File: src/rtl/round_timer_ctrl_pkg.sv
// Shared types and constants for the round countdown timer: state encoding,
// flash band codes, band thresholds and small conversion helpers.
package round_timer_ctrl_pkg;

    typedef enum logic [1:0] {
        IDLE    = 2'd0,
        RUN     = 2'd1,
        HOLD    = 2'd2,
        EXPIRED = 2'd3
    } state_e;

    localparam logic [1:0] BAND_LT10 = 2'd0;
    localparam logic [1:0] BAND_GE10 = 2'd1;
    localparam logic [1:0] BAND_GE20 = 2'd2;
    localparam logic [1:0] BAND_GE30 = 2'd3;

    localparam logic [5:0] BAND_TH_10 = 6'd10;
    localparam logic [5:0] BAND_TH_20 = 6'd20;
    localparam logic [5:0] BAND_TH_30 = 6'd30;

    function automatic logic [1:0] band_of(input logic [5:0] s);
        if (s >= BAND_TH_30) begin
            return BAND_GE30;
        end else if (s >= BAND_TH_20) begin
            return BAND_GE20;
        end else if (s >= BAND_TH_10) begin
            return BAND_GE10;
        end else begin
            return BAND_LT10;
        end
    endfunction

    // Packed {tens, ones}; values up to 63 keep tens within one digit.
    function automatic logic [7:0] to_bcd(input logic [5:0] v);
        return {4'(v / 6'd10), 4'(v % 6'd10)};
    endfunction

endpackage

File: src/rtl/round_timer_ctrl_if.sv
// Control pulses and status outputs of the round timer, bundled for the
// game controller (master) and the timer block (slave).
interface round_timer_ctrl_if;

    logic       start;
    logic       stop;
    logic       penalty;
    logic [5:0] secs;
    logic [3:0] secs_tens;
    logic [3:0] secs_ones;
    logic       running;
    logic       expired;
    logic       timed_out;
    logic [1:0] band;
    logic       flash;

    modport master (
        output start, stop, penalty,
        input  secs, secs_tens, secs_ones, running, expired, timed_out, band, flash
    );

    modport slave (
        input  start, stop, penalty,
        output secs, secs_tens, secs_ones, running, expired, timed_out, band, flash
    );

endinterface

File: src/rtl/round_timer_ctrl_flash_gen.sv
// Red-LED flash window generator: a period counter whose length follows the
// current band, restarted whenever the band changes and parked at 0 when idle.
module round_flash_gen
    import round_timer_ctrl_pkg::*;
#(
    parameter int TICKS_PER_SEC  = 50_000_000,
    parameter int FLASH_ON_TICKS = 10_000_000
) (
    input  logic       clk,
    input  logic       reset,
    input  logic       enable,
    input  logic [1:0] band,
    output logic       flash
);

    localparam int               PER_W   = $clog2(2 * TICKS_PER_SEC);
    localparam logic [PER_W-1:0] PER_MAX = PER_W'(2 * TICKS_PER_SEC - 1);
    localparam logic [PER_W-1:0] ON_LEN  = PER_W'(FLASH_ON_TICKS);

    logic [PER_W-1:0] cnt_r;
    logic [PER_W-1:0] last_s;
    logic [1:0]       band_r;

    // Last count of the current period; 2*TICKS_PER_SEC is a multiple of 8,
    // so shifting the all-period maximum yields exact period-1 values.
    always_comb begin
        last_s = PER_MAX;
        case (band)
            BAND_GE30: last_s = PER_MAX;
            BAND_GE20: last_s = PER_MAX >> 1;
            BAND_GE10: last_s = PER_MAX >> 2;
            BAND_LT10: last_s = PER_MAX >> 3;
            default:   last_s = PER_MAX;
        endcase
    end

    // Period counter with restart on band change or while disabled.
    always_ff @(posedge clk) begin
        if (reset) begin
            cnt_r  <= '0;
            band_r <= BAND_LT10;
        end else begin
            band_r <= band;
            if (!enable || (band != band_r)) begin
                cnt_r <= '0;
            end else if (cnt_r >= last_s) begin
                cnt_r <= '0;
            end else begin
                cnt_r <= cnt_r + PER_W'(1);
            end
        end
    end

    assign flash = enable && (cnt_r < ON_LEN);

endmodule

File: src/rtl/round_timer_ctrl.sv
// Per-round countdown scheduler: loads the round time, counts seconds down,
// applies penalties, freezes on a win and drives the flash schedule.
module round_timer_ctrl
    import round_timer_ctrl_pkg::*;
#(
    parameter int TICKS_PER_SEC  = 50_000_000,
    parameter int ROUND_SECS     = 40,
    parameter int PENALTY_SECS   = 2,
    parameter int FLASH_ON_TICKS = 10_000_000
) (
    input  logic               clk,
    input  logic               reset,
    round_timer_ctrl_if.slave  bus
);

    localparam int                TICK_W    = $clog2(TICKS_PER_SEC);
    localparam logic [TICK_W-1:0] TICK_LAST = TICK_W'(TICKS_PER_SEC - 1);
    localparam logic [5:0]        ROUND_VAL = 6'(ROUND_SECS);
    localparam logic [7:0]        PEN_VAL   = 8'(PENALTY_SECS);

    state_e            state_r;
    logic [5:0]        secs_r;
    logic [TICK_W-1:0] tick_r;
    logic              running_r;
    logic              expired_r;
    logic              timed_out_r;

    logic              tick_wrap_s;
    logic [7:0]        dec_s;
    logic [5:0]        next_secs_s;
    logic [7:0]        bcd_s;
    logic              flash_s;

    assign tick_wrap_s = (state_r == RUN) && (tick_r == TICK_LAST);

    // Seconds to remove this cycle and the saturated result.
    always_comb begin
        dec_s       = 8'd0;
        next_secs_s = secs_r;
        if (tick_wrap_s && bus.penalty) begin
            dec_s = PEN_VAL + 8'd1;
        end else if (tick_wrap_s) begin
            dec_s = 8'd1;
        end else if (bus.penalty) begin
            dec_s = PEN_VAL;
        end else begin
            dec_s = 8'd0;
        end
        if ({2'b00, secs_r} > dec_s) begin
            next_secs_s = secs_r - dec_s[5:0];
        end else begin
            next_secs_s = 6'd0;
        end
    end

    // Main FSM: start overrides everything; in RUN expiry beats stop.
    always_ff @(posedge clk) begin
        if (reset) begin
            state_r     <= IDLE;
            secs_r      <= 6'd0;
            tick_r      <= '0;
            running_r   <= 1'b0;
            expired_r   <= 1'b0;
            timed_out_r <= 1'b0;
        end else if (bus.start) begin
            state_r     <= RUN;
            secs_r      <= ROUND_VAL;
            tick_r      <= '0;
            running_r   <= 1'b1;
            expired_r   <= 1'b0;
            timed_out_r <= 1'b0;
        end else begin
            expired_r <= 1'b0;
            case (state_r)
                RUN: begin
                    tick_r <= tick_wrap_s ? '0 : tick_r + TICK_W'(1);
                    secs_r <= next_secs_s;
                    if (next_secs_s == 6'd0) begin
                        state_r     <= EXPIRED;
                        running_r   <= 1'b0;
                        expired_r   <= 1'b1;
                        timed_out_r <= 1'b1;
                    end else if (bus.stop) begin
                        state_r   <= HOLD;
                        running_r <= 1'b0;
                    end else begin
                        state_r   <= RUN;
                        running_r <= 1'b1;
                    end
                end
                IDLE, HOLD, EXPIRED: begin
                    state_r   <= state_r;
                    running_r <= 1'b0;
                end
                default: begin
                    state_r   <= IDLE;
                    running_r <= 1'b0;
                end
            endcase
        end
    end

    round_flash_gen #(
        .TICKS_PER_SEC  (TICKS_PER_SEC),
        .FLASH_ON_TICKS (FLASH_ON_TICKS)
    ) u_flash (
        .clk    (clk),
        .reset  (reset),
        .enable (running_r),
        .band   (bus.band),
        .flash  (flash_s)
    );

    assign bcd_s         = to_bcd(secs_r);
    assign bus.secs      = secs_r;
    assign bus.secs_tens = bcd_s[7:4];
    assign bus.secs_ones = bcd_s[3:0];
    assign bus.running   = running_r;
    assign bus.expired   = expired_r;
    assign bus.timed_out = timed_out_r;
    assign bus.band      = band_of(secs_r);
    assign bus.flash     = flash_s;

endmodule

File: src/flat_wrapper.sv
// flat-port wrapper written by rule: the top's interface ports become plain ports
module round_timer_ctrl_flat import round_timer_ctrl_pkg::*;
#(
    parameter int TICKS_PER_SEC  = 50_000_000,
    parameter int ROUND_SECS     = 40,
    parameter int PENALTY_SECS   = 2,
    parameter int FLASH_ON_TICKS = 10_000_000
)
  (clk, reset, bus_start, bus_stop, bus_penalty, bus_secs, bus_secs_tens, bus_secs_ones, bus_running, bus_expired, bus_timed_out, bus_band, bus_flash);
  round_timer_ctrl_if bus_i ();
  input  logic clk;
  input  logic reset;
  input wire logic [$bits(bus_i.start)-1:0] bus_start;
  input wire logic [$bits(bus_i.stop)-1:0] bus_stop;
  input wire logic [$bits(bus_i.penalty)-1:0] bus_penalty;
  output wire logic [$bits(bus_i.secs)-1:0] bus_secs;
  output wire logic [$bits(bus_i.secs_tens)-1:0] bus_secs_tens;
  output wire logic [$bits(bus_i.secs_ones)-1:0] bus_secs_ones;
  output wire logic [$bits(bus_i.running)-1:0] bus_running;
  output wire logic [$bits(bus_i.expired)-1:0] bus_expired;
  output wire logic [$bits(bus_i.timed_out)-1:0] bus_timed_out;
  output wire logic [$bits(bus_i.band)-1:0] bus_band;
  output wire logic [$bits(bus_i.flash)-1:0] bus_flash;
  assign bus_i.start = bus_start;
  assign bus_i.stop = bus_stop;
  assign bus_i.penalty = bus_penalty;
  assign bus_secs = bus_i.secs;
  assign bus_secs_tens = bus_i.secs_tens;
  assign bus_secs_ones = bus_i.secs_ones;
  assign bus_running = bus_i.running;
  assign bus_expired = bus_i.expired;
  assign bus_timed_out = bus_i.timed_out;
  assign bus_band = bus_i.band;
  assign bus_flash = bus_i.flash;
  round_timer_ctrl #(.TICKS_PER_SEC(TICKS_PER_SEC), .ROUND_SECS(ROUND_SECS), .PENALTY_SECS(PENALTY_SECS), .FLASH_ON_TICKS(FLASH_ON_TICKS)) u_core (.clk(clk), .reset(reset), .bus(bus_i));
endmodule
File: config.mk
export PLATFORM = sky130hd
export DESIGN_NAME = round_timer_ctrl_flat
export DESIGN_NICKNAME = d
export VERILOG_FILES = /design/src/rtl/round_timer_ctrl_pkg.sv /design/src/rtl/round_timer_ctrl_if.sv /design/src/rtl/round_timer_ctrl_flash_gen.sv /design/src/rtl/round_timer_ctrl.sv /design/src/flat_wrapper.sv
export SDC_FILE = /design/constraint.sdc
export NUM_CORES = 1
export LEC_CHECK = 0
export ABC_AREA = 1
export BUFFER_PORTS_ARGS = -buffer_cell sky130_fd_sc_hd__buf_2
export CAP_MARGIN = 20
export CORE_MARGIN = 2
export CORE_UTILIZATION = 27
export DETAILED_ROUTE_END_ITERATION = 7
export GPL_TIMING_DRIVEN = 0
export HOLD_SLACK_MARGIN = 0.05
export PLACE_DENSITY = 0.39
export SLEW_MARGIN = 10
export SYNTH_ARGS = -nofsm -noshare
export SYNTH_HDL_FRONTEND = slang
export SYNTH_SLANG_ARGS = --single-unit
File: constraint.sdc
create_clock -name clk -period 3.2 [get_ports clk]
set_clock_uncertainty 0.15 [all_clocks]
set_input_delay 0.48 -clock clk [delete_from_list [all_inputs] [get_ports clk]]
set_output_delay 0.48 -clock clk [all_outputs]
set_load 0.005 [all_outputs]
==> results of run 1 <==
final timing paths:
path,startpoint,cells after the start,end,slack [ns]
min,bus_stop,4,u_core.bus.running,0.31
max,u_core.tick_r[0],17,u_core.state_r[1],0.28
max reg2reg,u_core.tick_r[0],17,u_core.state_r[1],0.28
min reg2reg,u_core.bus.timed_out,1,u_core.bus.timed_out,0.31
repair_timing:
action                     4_1_cts  5_1_grt
pin swaps                        0        3
setup endpoints to repair        5       28
gates resized for setup          5       11
layout by cell type (no fill, tap or decap), types with 14 or more instances in the layout:
cell and n:
xor2_1 23, ha_1 21, nand3_1 45, nand2_1 120, nor3_1 24, inv_1 88
nand4_1 14, buf_2 24, o21ai_0 15, nor2_2 26, nor2_1 96, a21oi_1 21
dfxtp_1 66
layer usage:
layer | global-route usage (%) | up-vias
li1 | - | 2061
met1 | 18.21 | 1732
met2 | 22.53 | 52
met3 | 3.965 | 7
met4 | 3.620 | 0
met5 | 0 | -
cell type report:
cell class              instances  area (um2)  share of cell area (%)
flip-flops and latches         66        1321                   27.27
clock buffers                  12       266.5                   5.500
multi-input cells             459        2500                   51.59
clock inverters                 2       12.51                  0.2582
well taps                     188       235.2                   4.854
repair buffers                 22       110.1                   2.272
inverters                      90       337.8                   6.971
plain buffers                   8       62.56                   1.291
flip-flops by register name (all words and copies together), names as in the netlist:
signal                 flops
u_core.bus.timed_out       1
u_core.tick_r             26
u_core.u_flash.cnt_r      27
u_core.u_flash.band_r      2
u_core.bus.secs            6
u_core.bus.running         1
u_core.state_r             2
u_core.bus.expired         1
cell families after synthesis:
family,synth area share (%)
and+or+nand+nor,37.52
AOI/OAI and AO/OA,7.450
buffers and inverters,9.612
DFF,31.72
adders and majority gates,7.089
other,0.09003
xor gates and xnor gates,6.518
synth_stat cells, drive strengths merged:
library cell	n	area share (%)
nor3	25	3.1
a221oi	2	0.42
clkbuf	1	0.090
nand2	127	12
xor2	23	4.8
o211ai	1	0.18
nor4	3	0.45
nor2	125	13
a21oi	21	2.5
a21o	3	0.54
nor3b	1	0.18
and3	1	0.15
inv	90	8.1
or2	1	0.15
dfxtp	66	32
nor2b	1	0.15
o22ai	5	0.75
nand3b	3	0.54
o21a	1	0.18
nand2b	1	0.15
nand3	48	5.9
conb	1	0.090
xnor2	8	1.7
fa	1	0.48
o31ai	1	0.18
o21ai	20	2.7
nand4	14	2.1
ha	22	6.6
buf	7	1.4
worst max-delay path: stages, from the launching register on:
cell and delay, ns:
dfxtp_1 0.37, ha_2 0.22, nand2_1 0.07, nor2_2 0.13, nand2_2 0.10, nor2_4 0.13
inv_1 0.09, nor2_4 0.14, ha_1 0.17, inv_1 0.07, fa_2 0.36, nand2_2 0.10
nand3_4 0.10, nand3_1 0.12, nand3_1 0.14, o21ai_2 0.20, nand2_1 0.07, a21oi_1 0.11
where the power goes:
part           switching (uW)  internal, uW
Sequential               12.2           833
Combinational             153          84.4
Clock                     364           577
stage by stage:
step | setup TNS [ns] | instance area [um2]
finish | 0 | 4846
global route | 0 | 4846
CTS | 0 | 4805
detailed placement | -0.7280 | 4511
global placement | -0.6401 | 4511
floorplan | 0 | 4165
==> results.yml, run 1 <==
final_layout:
  syn_to_final_growth_pct: 16.34
  final_util_pct: 32.00
  finalNonFillerCells: 847
  fillers: 1689
  n_antenna_cell: 0
  drive_gt1_share_pct: 13.96
  nets: 684
routing:
  first_pass_iters: 6
  wl_met1_um: 5396
  wl_met2_um: 4661
  ant_nets: 0
  drc: 0
  viasPerCell: 4.548
  num_vias: 3852
  wl_per_cell_um: 12.48
  top_layer: "met4"
  first_iter_violations: 169
  wl_um: 10570
  dr_wl_met3_um: 402
timing:
  layout_min_cycle_time_ns: 2.923
  rsz0062_at_grt: "no"
  layout_setup_ws_ns: 0.2768
  finalSetupViolCount: 0
  worst_slew_pin_slew_ns: 0.5740
  holdWs_ns: 0.3085
  hold_violations: 0
  fin_crit_sh_pct: 91.35
  drv_slew: 0
  relSlewSlack_pct: 61.73
  max_freq_ghz: 0.3421
synth:
  syn_inst: 623
  yosysSeqAreaShare_pct: 31.72
  synthesis.area_um2: 4165
  yosysWarnings: 0
  ys_types: 39
  ys_ff_latch: 66
  avgSynthCellArea_um2: 6.686
  syn_nets: 651
clock_network:
  clk_path_buf_depth: 2
  htree_num_levels: 3
  clock-sinks: 66
  cts_buffers: 9
  clkTransAtPathRegs_ns: 0.05
  cts_tree: "yes"
  hold_buffers: 0
  cts-root-buf: "clkbuf_16"
  clock_latency_ns: 0.34
  post_cts_buffers: 0
run_status:
  status: "finished, final reports clean"
global_routing:
  grt_pass1_vias: 3708
  grt_overflow: 0
  grt_pass1_wl_um: 18190
  grt_max_degree: 11
  antenna_found_initial: 0
  track_usage_pct: 13.92
worst_setup_path:
  cp.arrival_ns: 3.04
  worstPathRequired_ns: 3.32
  critPathMaxFanout: 7
  path_class: "register to register"
  endpoint_kind: "register"
  critPathLaunchType: "register"
pwr:
  leakage_uw: 0.001937
  cellPowerDensity_nw_per_um2: 417.5
  power_uw: 2023
  ir_drop_v: 0.0002331
floorplanning:
  fp.coreArea_um2: 15150
  die_width_um: 128.2
  start_util_pct: 27.50
  ios: 25
  die_h_um: 128.2
  rows: 45
  dieArea_um2: 16440
placed_design:
  place.gp.congestion: 0.7886
  io_buffer_count: 22
  dpl.hpwl_um: 8191
  pre_cts_ws_ns: -0.2753
  dp_cells: 833
job:
  drv_cap: 0
hold_path:
  hold_path_class: "input pin to register"
Power figures use the tool's default switching activity.
==> inputs of run 2 (changes only) <==
--- a/config.mk
+++ b/config.mk
@@ -9,11 +9,11 @@
 export BUFFER_PORTS_ARGS = -buffer_cell sky130_fd_sc_hd__buf_2
 export CAP_MARGIN = 20
 export CORE_MARGIN = 2
-export CORE_UTILIZATION = 27
+export CORE_UTILIZATION = 61
 export DETAILED_ROUTE_END_ITERATION = 7
 export GPL_TIMING_DRIVEN = 0
 export HOLD_SLACK_MARGIN = 0.05
-export PLACE_DENSITY = 0.39
+export PLACE_DENSITY = 0.77
 export SLEW_MARGIN = 10
 export SYNTH_ARGS = -nofsm -noshare
 export SYNTH_HDL_FRONTEND = slang
==> constraint.sdc (replaced) <==
create_clock -name clk -period 3.2 [get_ports clk]
set_clock_uncertainty 0.15 [all_clocks]
set_input_delay 0.48 -clock clk [delete_from_list [all_inputs] [get_ports clk]]
set_output_delay 0.48 -clock clk [all_outputs]
set_load 0.02 [all_outputs]
==> results.yml, run 2 (same netlist as run 1, synthesis figures left out) <==
worst_setup_path:
  path_class: "register to register"
  critPathMaxFanout: 7
  endpoint_kind: "register"
  worstPathRequired_ns: 3.33
  critPathLaunchType: "register"
  cp.arrival_ns: 3.14
clock_network:
  hold_buffers: 0
  clk_path_buf_depth: 2
  clock-sinks: 66
  clock_latency_ns: 0.35
  htree_num_levels: 3
  post_cts_buffers: 0
  cts_tree: "yes"
  cts-root-buf: "clkbuf_8"
  cts_buffers: 9
  clkTransAtPathRegs_ns: 0.07
routing:
  wl_um: 8948
  drc: 0
  viasPerCell: 5.328
  wl_per_cell_um: 12.08
  num_vias: 3948
  ant_nets: 0
  first_pass_iters: 8
  first_iter_violations: 116
pwr:
  leakage_uw: 0.001897
  switching_power_uw: 508.3
  ir_drop_v: 0.0002941
  sw_frac_of_total_pct: 28.58
  seq_power_share_pct: 47.4
  internal_power_uw: 1271
  cellPowerDensity_nw_per_um2: 385.8
  clkPwrFrac_pct: 37.9
  p_comb_share_pct: 14.7
final_layout:
  design_area_um2: 4611
  regMostFlops: "u_core.u_flash.cnt_r"
  layout_common_cells: "121 x nand2_1, 96 x nor2_1, 88 x inv_1"
  n_antenna_cell: 0
  largest_reg_flops: 27
  layout_commonest_cell: "nand2_1"
  finalNonFillerCells: 741
  drive_gt1_share_pct: 14.22
  nets: 684
  syn_to_final_growth_pct: 10.69
floorplanning:
  ios: 25
  die_h_um: 86.64
  rows: 30
  start_util_pct: 62.34
  die_width_um: 86.64
  dieArea_um2: 7506
  fp.coreArea_um2: 6681
placed_design:
  pre_cts_ws_ns: -0.07095
  dpl-instance-area_um2: 4375
  dp_cells: 725
  place.gp.congestion: 0.8900
  dpl.hpwl_um: 6777
  io_buffer_count: 22
timing:
  finalSetupViolCount: 0
  fin_crit_sh_pct: 94.13
  layout_setup_ws_ns: 0.1878
  hold_violations: 0
  max_freq_ghz: 0.3320
  holdWs_ns: 0.2891
  layout_min_cycle_time_ns: 3.012
  rsz0062_at_grt: "yes"
  drv_slew: 0
  worst_slew_pin_slew_ns: 0.5246
  relSlewSlack_pct: 64.76
global_routing:
  grt_pass1_wl_um: 15180
  grt_pass1_vias: 3594
  grt_overflow: 0
  antenna_found_initial: 0
  grt_max_degree: 12
  track_usage_pct: 25.04
  use_met1_pct: 30.51
  grt-busiest-layer: "met2"
  grt_util_met3_pct: 7.048
  use_met2_pct: 42.38
hold_path:
  hold_path_class: "input pin to register"
job:
  drv_cap: 0
run_status:
  status: "finished, final reports clean"
-- run 2: cell count changes in the layout (fill, tap and decap cells not counted), moves of 2 or more --
cell       delta
clkbuf_16     -9
clkinv_2      +3
nor2_4        -2
nor2_2        +2
clkbuf_8      +6
-- run 2: routing by layer --
metal / vias up / routed length (um)
met1: 1780 / 4219
li1: 2062 / -
met5: - / 0
met3: 16 / 437
met4: 0 / 146
met2: 90 / 4145
-- run 2: cell type report --
cell class | count | area, um2
Multi-Input combinational cell | 459 | 2492
Fill cell | 603 | 2071
Sequential cell | 66 | 1323
Inverter | 90 | 337.8
Clock buffer | 10 | 127.6
Timing Repair Buffer | 22 | 110.1
Tap cell | 80 | 100.1
Buffer | 8 | 62.56
Clock inverter | 6 | 57.56
-- run 2: metrics by stage --
stage	utilization [%]	TNS (ns)	total power, uW
after global placement	65.49	-0.07552	1104
after global routing	69.01	-0.2674	1857
after floorplan	-	0	1047
after detailed placement	65.49	-0.1294	1112
after CTS	68.45	0	1781
final	69.01	0	1779
-- run 2: final timing paths --
| kind | to | start | cells after the start | slack, ns |
|---|---|---|---|---|
| worst max-delay path | u_core.state_r[1] | u_core.tick_r[1] | 17 | 0.19 |
| worst min-delay path | u_core.state_r[0] | bus_start | 3 | 0.29 |
| worst max register to register | u_core.state_r[1] | u_core.tick_r[1] | 17 | 0.19 |
| worst min register to register | u_core.u_flash.cnt_r[0] | u_core.u_flash.cnt_r[0] | 1 | 0.32 |
-- run 2: repair_timing --
| item | in CTS | in global routing |
|---|---|---|
| pin swaps | 0 | 3 |
| endpoints found under the setup margin | 4 | 25 |
| hold endpoints to repair | 0 | 0 |
| gates resized for setup | 4 | 12 |
-- run 2: power by group through the flow --
| stage | Sequential (uW) | Clock [uW] | Combinational [uW] |
|---|---|---|---|
| 2_1_floorplan | 865 | 0 | 182 |
| 3_3_place_gp | 861 | 0 | 243 |
| 3_5_place_dp | 862 | 0 | 250 |
| 4_1_cts | 842 | 685 | 254 |
| 5_1_grt | 844 | 722 | 291 |
| 6_report | 843 | 675 | 261 |
-- run 2: worst max-delay path: stages, from the launching register on --
cell     delay, ns
dfxtp_1       0.36
ha_2          0.21
nand2_1       0.07
nor2_2        0.16
nand2_2       0.10
nor2_4        0.12
inv_1         0.08
nor2_2        0.13
ha_2          0.21
inv_1         0.06
fa_1          0.40
nand2_1       0.13
nand3_4       0.11
o21ai_0       0.12
nand3_1       0.18
o21ai_2       0.19
nand2_1       0.06
a21oi_1       0.10
